==> src/rtl/bitstream_pkg.sv <==
// Shared types and constants for the stochastic bitstream blocks.
package bitstream_pkg;

    localparam int BITSTREAM_LEN = 4096;

    typedef enum logic {
        IDLE,
        ACCUM
    } dec_state_t;

endpackage

==> src/rtl/window_counter.sv <==
// Up-counter with synchronous clear (priority over enable) and a
// terminal-count flag raised while the count equals TERM.
module window_counter
    import bitstream_pkg::*;
#(
    parameter int               CNT_W = 13,
    parameter logic [CNT_W-1:0] TERM  = '1
) (
    input  logic             clk,
    input  logic             rst,
    input  logic             i_clr,
    input  logic             i_en,
    output logic [CNT_W-1:0] o_q,
    output logic             o_tc
);

    logic [CNT_W-1:0] r_q;

    always_ff @(posedge clk or posedge rst) begin
        if (rst) begin
            r_q <= '0;
        end else if (i_clr) begin
            r_q <= '0;
        end else if (i_en) begin
            r_q <= r_q + CNT_W'(1);
        end
    end

    assign o_q  = r_q;
    assign o_tc = (r_q == TERM);

endmodule

==> src/rtl/bitstream_decoder.sv <==
// Windowed stochastic-to-binary converter: counts ones over WINDOW
// accepted samples and presents the count over valid/ready.
module bitstream_decoder
    import bitstream_pkg::*;
#(
    parameter int WINDOW     = BITSTREAM_LEN,
    parameter int CNT_W      = $clog2(WINDOW + 1),
    parameter bit CONTINUOUS = 1'b0
) (
    input  logic             clk,
    input  logic             rst,
    input  logic             start,
    input  logic             bit_in,
    input  logic             in_en,
    output logic [CNT_W-1:0] count,
    output logic             out_valid,
    input  logic             out_ready,
    output logic             busy,
    output logic             overrun
);

    dec_state_t       r_state;
    dec_state_t       w_next;
    logic             w_accept;
    logic             w_done;
    logic             w_clr;
    logic             w_n_tc;
    logic             w_acc_tc_unused;
    logic [CNT_W-1:0] w_n;
    logic [CNT_W-1:0] w_acc;
    logic [CNT_W-1:0] w_result;
    logic [CNT_W-1:0] r_count;
    logic             r_valid;
    logic             r_overrun;

    assign w_accept = (r_state == ACCUM) && in_en;
    assign w_done   = w_accept && w_n_tc;
    // A restart and a completion both wipe the running window.
    assign w_clr    = start || w_done;
    assign w_result = w_acc + CNT_W'(bit_in);

    window_counter #(
        .CNT_W (CNT_W),
        .TERM  (CNT_W'(WINDOW - 1))
    ) u_n_cnt (
        .clk   (clk),
        .rst   (rst),
        .i_clr (w_clr),
        .i_en  (w_accept),
        .o_q   (w_n),
        .o_tc  (w_n_tc)
    );

    window_counter #(
        .CNT_W (CNT_W),
        .TERM  (CNT_W'(WINDOW))
    ) u_acc_cnt (
        .clk   (clk),
        .rst   (rst),
        .i_clr (w_clr),
        .i_en  (w_accept && bit_in),
        .o_q   (w_acc),
        .o_tc  (w_acc_tc_unused)
    );

    always_ff @(posedge clk or posedge rst) begin
        if (rst) begin
            r_state <= IDLE;
        end else begin
            r_state <= w_next;
        end
    end

    always_comb begin
        w_next = r_state;
        unique case (r_state)
            IDLE: begin
                if (start) begin
                    w_next = ACCUM;
                end
            end
            ACCUM: begin
                if (start) begin
                    w_next = ACCUM;
                end else if (w_done && !CONTINUOUS) begin
                    w_next = IDLE;
                end
            end
            default: w_next = IDLE;
        endcase
    end

    always_ff @(posedge clk or posedge rst) begin
        if (rst) begin
            r_count   <= '0;
            r_valid   <= 1'b0;
            r_overrun <= 1'b0;
        end else if (w_done) begin
            r_count <= w_result;
            r_valid <= 1'b1;
            if (r_valid && !out_ready) begin
                r_overrun <= 1'b1;
            end
        end else if (r_valid && out_ready) begin
            r_valid <= 1'b0;
        end
    end

    assign count     = r_count;
    assign out_valid = r_valid;
    assign overrun   = r_overrun;
    assign busy      = (r_state == ACCUM);

    // w_n is only observed through its terminal-count flag.
    logic w_n_unused;
    assign w_n_unused = ^w_n;

endmodule

==> config.mk <==
export PLATFORM = sky130hd
export DESIGN_NAME = bitstream_decoder
export DESIGN_NICKNAME = d
export VERILOG_FILES = /design/src/rtl/bitstream_pkg.sv /design/src/rtl/window_counter.sv /design/src/rtl/bitstream_decoder.sv
export SDC_FILE = /design/constraint.sdc
export NUM_CORES = 1
export LEC_CHECK = 0
export CAP_MARGIN = 10
export CORE_UTILIZATION = 40
export DETAILED_ROUTE_END_ITERATION = 8
export HOLD_SLACK_MARGIN = 0.12
export SLEW_MARGIN = 25
export SYNTH_ARGS = -nofsm -noshare
export SYNTH_HDL_FRONTEND = slang
export SYNTH_SLANG_ARGS = --single-unit
==> constraint.sdc <==
create_clock -name clk -period 2.1 [get_ports clk]
set_input_delay 0.42 -clock clk [delete_from_list [all_inputs] [get_ports clk]]
set_output_delay 0.42 -clock clk [all_outputs]
set_load 0.05 [all_outputs]
# Word level (Yosys, flattened, before mapping)
# Index checks and enable logic that the tools add are counted.
[totals] reg_bits=42 latch_bits=0 ram_bits=0 mem_bits_ro=0 input_bits=6 out_inout_bits=16 elab_cells=32 n_memories=0
[classes] add_sub_neg=3 n_mul=0 div=0 magnitude_cmp=0 n_eq_ne=1 shifts=0 mux=10 n_bitwise=1 reduce_logical=11
[ops] op="13-bit two-way mux" n=4
[ops] op="13-bit by 1-bit adder with 13-bit output, second input constant" n=2
[ops] op="13-bit by 1-bit adder with 13-bit output" n=1
[ops] op="13-bit by 12-bit equality test with 1-bit output, second input constant" n=1
[ops] op="2-bit nonzero test" n=3
[ops] op="1-bit logical AND" n=5
[ops] op="1-bit two-way mux" n=5
[ops] op="1-bit case mux with 2 select lines" n=1
[ops] op="2-bit AND reduction" n=1
[ops] op="1-bit logical NOT" n=1
[ops] op="1-bit logical OR" n=1
[ops] op="1-bit inverter" n=1

# Depth between registers and ports, before layout
# Gate-level depths: netlist of the first run.
[depth] depth_word=5 ltp_mapped=7

# By module
# A second synthesis of the first run with hierarchy kept.
[unflattened] hier_cells=238 hier_area_um2=2275.9
[by_module_without_submodules] mod="bitstream_decoder" instances=1 cells_each=93 area_per_inst_um2=873.3 seq_area_each_um2=400.4
[by_module_without_submodules] mod="window_counter at u_acc_cnt" instances=1 cells_each=78 area_per_inst_um2=732.0 seq_area_each_um2=325.3
[by_module_without_submodules] mod="window_counter at u_n_cnt" instances=1 cells_each=67 area_per_inst_um2=670.6 seq_area_each_um2=325.3

# Worst setup path before layout of the first run
# OpenSTA, ideal clock, no wires.
[synth_path] path_kind="register -> register" start="register r_state (netlist: busy)" end="register u_n_cnt.r_q[11] (netlist: u_n_cnt.o_q[11])" setup_time_ns=0.077 t_arrival_ns=1.887 setup_slack_ns=0.136 path_stages_with_launch=6 synth_period_minus_slack_ns=1.964 cell_sequence="dfrtp_1 > buf_2 > a21oi_1 > or2_2 > or4_1 > a21oi_1"
[synth_between] elab_chain_len=4
[synth_rtl] element="from (decl)" line_no="bitstream_decoder.sv:22" text="dec_state_t r_state;"
[synth_rtl] element="from (signal assigned)" line_no="bitstream_decoder.sv:70" text="r_state <= w_next;"
[synth_rtl] element="1-bit logical AND *" line_no="bitstream_decoder.sv:36" text="assign w_accept = (r_state == ACCUM) && in_en;"
[synth_rtl] element="1-bit logical AND" line_no="bitstream_decoder.sv:37" text="assign w_done = w_accept && w_n_tc;"
[synth_rtl] element="1-bit logical OR" line_no="bitstream_decoder.sv:39" text="assign w_clr = start || w_done;"
[synth_rtl] element="13-bit two-way mux / 2-bit nonzero test (equally long branches)"
[synth_rtl] element="to (signal assigned)" line_no="window_counter.sv:25" text="r_q <= r_q + CNT_W'(1);"
[synth_rtl] element="to (decl)" line_no="window_counter.sv:17" text="logic [CNT_W-1:0] r_q;"
# Every way passes the cells marked *; elsewhere a longest branch is shown, timed or not.
# A chain may end at the register's enable or synchronous reset.

# Worst setup path in the final report of the first run
[layout_path] start="register r_count[8] (netlist: count[8])" end="output count[8]"
[layout_lines] element="from (decl)" line_no="bitstream_decoder.sv:32" text="logic [CNT_W-1:0] r_count;"
[layout_lines] element="from (signal assigned)" line_no="bitstream_decoder.sv:99" text="r_count <= w_result;"
[layout_lines] element="to (decl)" line_no="bitstream_decoder.sv:15" text="output logic [CNT_W-1:0] count,"
# No word-level cell between the ends.

==> impl_results.md, run 1 <==
* DRC Markers at 0
* Die Span X at 74.9 um
* Final Hold Viols at 0
* Rel. slew slack at 0.663
* Syn Inst Count at 220
* Initial drt markers at 90
* TritonCTS clock tree: done
* Setup ws final at 0.211 ns
* Mux share of post-synthesis cell area at 0.00470
* Clk Latency, worst-skew pair at 0.30 ns
* Crit share post-route at 0.899
* Initial core utilization at 0.417
* Adder-cell area share of the yosys netlist at 0.0235
* GP Congestion at 0.757
* Post-route minimum period at 1.89 ns
* Max Slew Vio Count at 0
* Worst setup SP type: flop
* Final wirelength at 4.26 mm
* Root Driver: clkbuf_8
* Core area at 5110 um2
* Number of antenna violations at the first check in global routing at 0
* CTS Buf Count at 5
* Synth unique cells at 34
* Overflow after GRT at 0
* CP delay by family, top: buffers and inverters
* Vias per std cell at 4.98
* Max incr delay on CP at 0.81 ns
* Commonest non-fill, non-tap cells in the layout: dfrtp_1 (42), nor2_1 (33), nand2_1 (26), xnor2_1 (22), clkdlybuf4s50_1 (20)
* Drt pass-1 iters at 4
* Post-Syn Area per Cell at 9.67 um2
* Status: completed
* Total of warnings raised by yosys at 0
* Critical path class: flop to output port
* Via count at 1610
* Setup TNS at 0 ns
* Clock skew at 0.00525 ns
* Total global-route track usage at 0.177
* Simple-gate share of the synthesized area at 0.256
* Largest family of logic cells by synthesized area: simple AND/OR/NAND/NOR gates
* First-pass GRT wire length at 7.33 mm
* Sink Count at 42
* Arrival time of the worst setup path at 1.47 ns
* Commonest non-fill, non-tap cell in the layout: dfrtp_1
* Cell row count at 26
* Max FO, Critical Path at 2
* Clock slew at reported path FFs at 0.08 ns
* Post-Syn Nets at 230
* Post-CTS setup buffers at 0
* Crit path capture type: output port
* Layout area overhead at 20.6%
* Largest net degree at the start of global routing at 25
* # hold bufs at CTS at 0
* Slowest-stage cell, CP: clkdlybuf4s50_1
* CP Depth at 1
* Worst path cell trace: clkdlybuf4s50_1
* Share of cells above drive strength 1 at 0.111
* IO buf count at 21
* Static Leakage at 1.06 nW
* Worst slack, placed at 0.00259 ns
* Number of nets with antenna violations after routing at 0
* Tightest Pin Transition at 0.505 ns
* Max IR drop VDD at 0.000221 V
* Vias in the first global route at 1480
* Max-Cap Viols at 0
* WL/cell at 13.2 um
* Post-DP HPWL at 3.06 mm
* Chip height at 74.9 um
* Maximum clock rate at 0.530 GHz
* Pwr per Cell Area at 563 nW/um2
* CP required at 1.68 ns
* #FFs+latches synth at 42
* Filler Cell Count at 522
* RSZ-0062 raised after global routing: no
* Sequential area share after synthesis at 0.494
* Post-Synth XOR/XNOR Area at 0.132
* IO Count at 22
* Layout Nets at 262
* Worst Hold Class: primary input to async pin
* Netlist Area Pre-Place at 2130 um2
* CTS max path bufs at 2
* Die Area at 5620 um2
* Post-CTS sizing at 0
* Worst R2R Path Depth at 5
* Final setup violation count at 0
* Buf/Inv on CP at 1
* H-tree levels at 2
* Post-synthesis compound-gate area fraction at 0.0517
* Ant diodes at 0
per-layer routing:
| metal | global-route usage | wire length (um) | vias to the layer above |
|---|---|---|---|
| li1 | - | - | 817 |
| met3 | 0.0321 | 154 | 4 |
| met1 | 0.261 | 2200 | 753 |
| met4 | 0.0755 | 67 | 0 |
| met2 | 0.254 | 1850 | 36 |
| met5 | 0 | 0 | - |
where the power goes:
part	switching (mW)	internal (mW)
combinational	0.0455	0.0313
sequential	0.00715	0.813
clock	0.281	0.266
path summary, 6_finish.rpt:
check | startpoint | to | slack [ns]
max in group asynchronous | rst | u_acc_cnt.o_q[3] | 1.12
min reg2reg | count[0] | count[0] | 0.47
max | count[8] | count[8] | 0.21
min in group clk | count[0] | count[0] | 0.47
max reg2reg | u_n_cnt.o_q[0] | busy | 0.22
min | rst | u_n_cnt.o_q[6] | 0.45
cells by family (layout without fill, tap and decap cells):
logic type / count (synthesis) / after routing
and+or+nand+nor: 108 / 108
AOI/OAI and AO/OA: 19 / 19
buffers and inverters: 14 / 47
xor gates and xnor gates: 32 / 32
DFF: 42 / 42
muxes: 1 / 1
adders and majority gates: 4 / 4
stage by stage:
stage | util | instance area [um2] | hold slack, ns | cells | total power [mW]
finish | 0.502 | 2570 | 0.451 | 323 | 1.44
global route | 0.502 | 2570 | 0.489 | 323 | 1.50
CTS | 0.502 | 2570 | 0.460 | 323 | 1.47
detailed placement | 0.485 | 2470 | 0.456 | 315 | 0.914
global placement | 0.485 | 2470 | 0.452 | 315 | 0.914
floorplan | - | 2130 | 0.483 | 220 | 0.878
registers in the layout, summed over array words and instances, names as in the netlist:
| register | cells |
|---|---|
| count | 13 |
| overrun | 1 |
| out_valid | 1 |
| u_acc_cnt.o_q | 13 |
| u_n_cnt.o_q | 13 |
| busy | 1 |
cell type report:
class,instances,area (um2),area share
Clock buffer,7,86.3,0.0336
Multi-Input combinational cell,164,996,0.388
Sequential cell,42,1050,0.410
Tap cell,70,87.6,0.0341
Clock inverter,1,5.00,0.00195
Inverter,4,15.0,0.00585
Timing Repair Buffer,35,325,0.127
synthesized netlist by cell type:
master     n  area, um2
a21o_1     2       15.0
a21oi_1    8       40.0
a31o_2     1       8.76
and2_1     1       6.26
and4_1     2       17.5
buf_1      1       3.75
buf_2      2       10.0
buf_4      1       7.51
buf_6      3       33.8
clkbuf_1   3       11.3
dfrtp_1   42       1050
ha_1       4       50.1
inv_1      4       15.0
mux2i_1    1       10.0
nand2_1   26       97.6
nand2b_4   1       13.8
nand3_1   11       55.1
nand4_1    9       56.3
nand4_4    1       21.3
nand4b_1   1       8.76
nor2_1    33        124
nor2b_1    1       6.26
nor3_1     8       40.0
nor3b_1    2       15.0
nor4_1     6       37.5
nor4_2     1       12.5
o21ai_1    6       30.0
o21ai_2    1       8.76
o31ai_1    1       7.51
or2_2      1       6.26
or3_1      2       12.5
or4_1      2       15.0
xnor2_1   22        193
xor2_1    10       87.6
(Power assumes the default switching activity.)
==> run 2: changes to the inputs <==
--- a/config.mk
+++ b/config.mk
@@ -5,9 +5,10 @@
 export SDC_FILE = /design/constraint.sdc
 export NUM_CORES = 1
 export LEC_CHECK = 0
-export CAP_MARGIN = 10
+export CAP_MARGIN = 20
 export CORE_UTILIZATION = 40
 export DETAILED_ROUTE_END_ITERATION = 8
+export GPL_TIMING_DRIVEN = 0
 export HOLD_SLACK_MARGIN = 0.12
 export SLEW_MARGIN = 25
 export SYNTH_ARGS = -nofsm -noshare
==> run 2 against run 1 <==
  * Fmax down 6.3%
  * Largest cell class unchanged
  * Critical path depth up 6
  * Die area unchanged
  * Non-clock buffer count down 4
  * Largest power group unchanged
  * Worst hold slack worse by 0.063 ns
  * Highest routed layer unchanged
  * Sequential power about the same
  * Combinational power down 7.8%
==> impl_results.md, run 2 (same netlist as run 1, synthesis figures left out) <==
* Total power at 1.38 mW (-4.8%)
* CTS Buf Count at 5 (unchanged)
* Layout Nets at 258 (-1.5%)
* Setup TNS at 0 ns (unchanged)
* Max IR drop VDD at 0.000234 V (+6.1%)
* Commonest non-fill, non-tap cell in the layout: dfrtp_1
* Max Slew Vio Count at 0 (unchanged)
* DRC Markers at 0 (unchanged)
* GP Congestion at 0.802 (+5.9%)
* WL met3 at 130 um (-16%)
* DR top layer: met4
* CTS max path bufs at 2 (unchanged)
* Post-DP HPWL at 3.02 mm (-1.2%)
* WL/cell at 13.1 um (-0.71%)
* Die Area at 5620 um2 (unchanged)
* Number of nets with antenna violations after routing at 0 (unchanged)
* IO Count at 22 (unchanged)
* # hold bufs at CTS at 0 (unchanged)
* Number of cells after detailed placement at 311 (-1.3%)
* Post-route minimum period at 2.01 ns (+0.126 ns)
* Chip height at 74.9 um (unchanged)
* First-pass GRT wire length at 7.02 mm (-4.3%)
* Clock slew at reported path FFs at 0.07 ns (about the same)
* Post-CTS setup buffers at 0 (unchanged)
* Crit path capture type: flop
* Cell row count at 26 (unchanged)
* Met2 wire length at 1.85 mm (+0.38%)
* Core area at 5110 um2 (unchanged)
* Rel. slew slack at 0.438 (-0.225)
* WL met1 at 2.13 mm (-3.1%)
* Fin cells at 318 (-1.5%)
* CP required at 2.27 ns (+0.59 ns)
* Root Driver: clkbuf_8
* Total global-route track usage at 0.166 (-0.0109)
* Post-CTS sizing at 0 (unchanged)
* Initial drt markers at 72 (-20%)
* Tightest Pin Transition at 0.836 ns (+0.332 ns)
* Final setup violation count at 0 (unchanged)
* TritonCTS clock tree: done
* RSZ-0062 raised after global routing: no
* Reg power frac at 0.597 (+0.029)
* Die Span X at 74.9 um (unchanged)
* Pwr per Cell Area at 546 nW/um2 (-2.9%)
* Drt pass-1 iters at 4 (unchanged)
* Vias per std cell at 4.98 (about the same)
* Overflow after GRT at 0 (unchanged)
* Final wirelength at 4.17 mm (-2.3%)
* Int Power at 1.07 mW (-3.7%)
* Critical path class: primary input to flop
* Clk Latency, worst-skew pair at 0.29 ns (about the same)
* Sw Share at 0.222 (-0.00888)
* Clock skew at 0.00527 ns (+0.0000215 ns)
* Sink Count at 42 (unchanged)
* Via count at 1584 (-1.6%)
* Crit share post-route at 0.959 (+0.0600)
* Initial core utilization at 0.417 (unchanged)
* Static Leakage at 1.02 nW (-4.0%)
* Status: completed
* Ant diodes at 0 (unchanged)
* Worst slack, placed at -0.234 ns (-0.236 ns)
* Vias in the first global route at 1451 (-2.0%)
* Switching pwr at 306 uW (-8.4%)
* Worst R2R Path Depth at 5 (unchanged)
* Share of cells above drive strength 1 at 0.0806 (-0.0300)
* Arrival time of the worst setup path at 2.19 ns (+0.72 ns)
* Worst setup SP type: primary input
* Setup ws final at 0.0854 ns (-0.126 ns)
* Worst Hold Class: primary input to async pin
* Reg2Reg Setup Slack at 0.19 ns (-0.03 ns)
* Final Hold Viols at 0 (unchanged)
* Max-Cap Viols at 0 (unchanged)
* Largest net degree at the start of global routing at 32 (+28%)
* Number of antenna violations at the first check in global routing at 0 (unchanged)
* Clock share of power at 0.352 (-0.027)
* Layout area overhead at 18.3%
* IO buf count at 20 (-4.8%)
* Maximum clock rate at 0.496 GHz (-6.3%)
* Commonest non-fill, non-tap cells in the layout: dfrtp_1 (42), nor2_1 (33), nand2_1 (26), xnor2_1 (22), clkdlybuf4s50_1 (20)
* Max FO, Critical Path at 5 (+3)
* Combinational fraction of design power at 0.051 (-0.002)
* H-tree levels at 2 (unchanged)
## run 2: cell types whose count changed in the layout (fill, tap and decap cells not counted), sizes merged
cell	change
clkinv	-1
buf	-7
clkbuf	+3
## run 2: worst paths after layout
| kind | start | endpoint |
|---|---|---|
| max in group asynchronous | rst | count[12] |
| worst max register to register | u_n_cnt.o_q[0] | u_n_cnt.o_q[0] |
| worst min-delay path | rst | u_n_cnt.o_q[8] |
| worst max-delay path | bit_in | count[8] |
| worst min register to register | count[1] | count[1] |
| min in group clk | count[1] | count[1] |
## run 2: critical path, stage by stage
cell	delay [ns]
clkdlybuf4s50_1	0.53
ha_1	0.23
ha_1	0.28
inv_1	0.08
or3_1	0.38
xor2_1	0.17
o21ai_1	0.08
## run 2: metal layers
metal  GRT usage  vias to the layer above
li1            -                      807
met1       0.240                      744
met2       0.250                       27
met3      0.0348                        6
met4      0.0503                        0
met5           0                        -
## run 2: metrics by stage
step	hold slack [ns]	cell area [um2]	utilization
2_1_floorplan	0.483	2130	-
3_3_place_gp	0.450	2420	0.473
3_5_place_dp	0.456	2440	0.477
4_1_cts	0.391	2510	0.492
5_1_grt	0.407	2520	0.493
6_report	0.388	2520	0.493
## run 2: final cells by class
cell class,count,area (um2)
Buffer,10,66.3
Sequential cell,42,1050
Multi-Input combinational cell,164,1000
Fill cell,514,2590
Inverter,4,15.0
Clock buffer,7,76.3
Timing Repair Buffer,21,220
Tap cell,70,87.6
## run 2: power groups by stage
stage / registers [mW] / clock network, mW / logic [mW]
3_3_place_gp: 0.836 / 0 / 0.0676
3_5_place_dp: 0.836 / 0 / 0.0727
6_report: 0.821 / 0.484 / 0.0708
4_1_cts: 0.820 / 0.503 / 0.0733
5_1_grt: 0.821 / 0.534 / 0.0814
2_1_floorplan: 0.835 / 0 / 0.0432
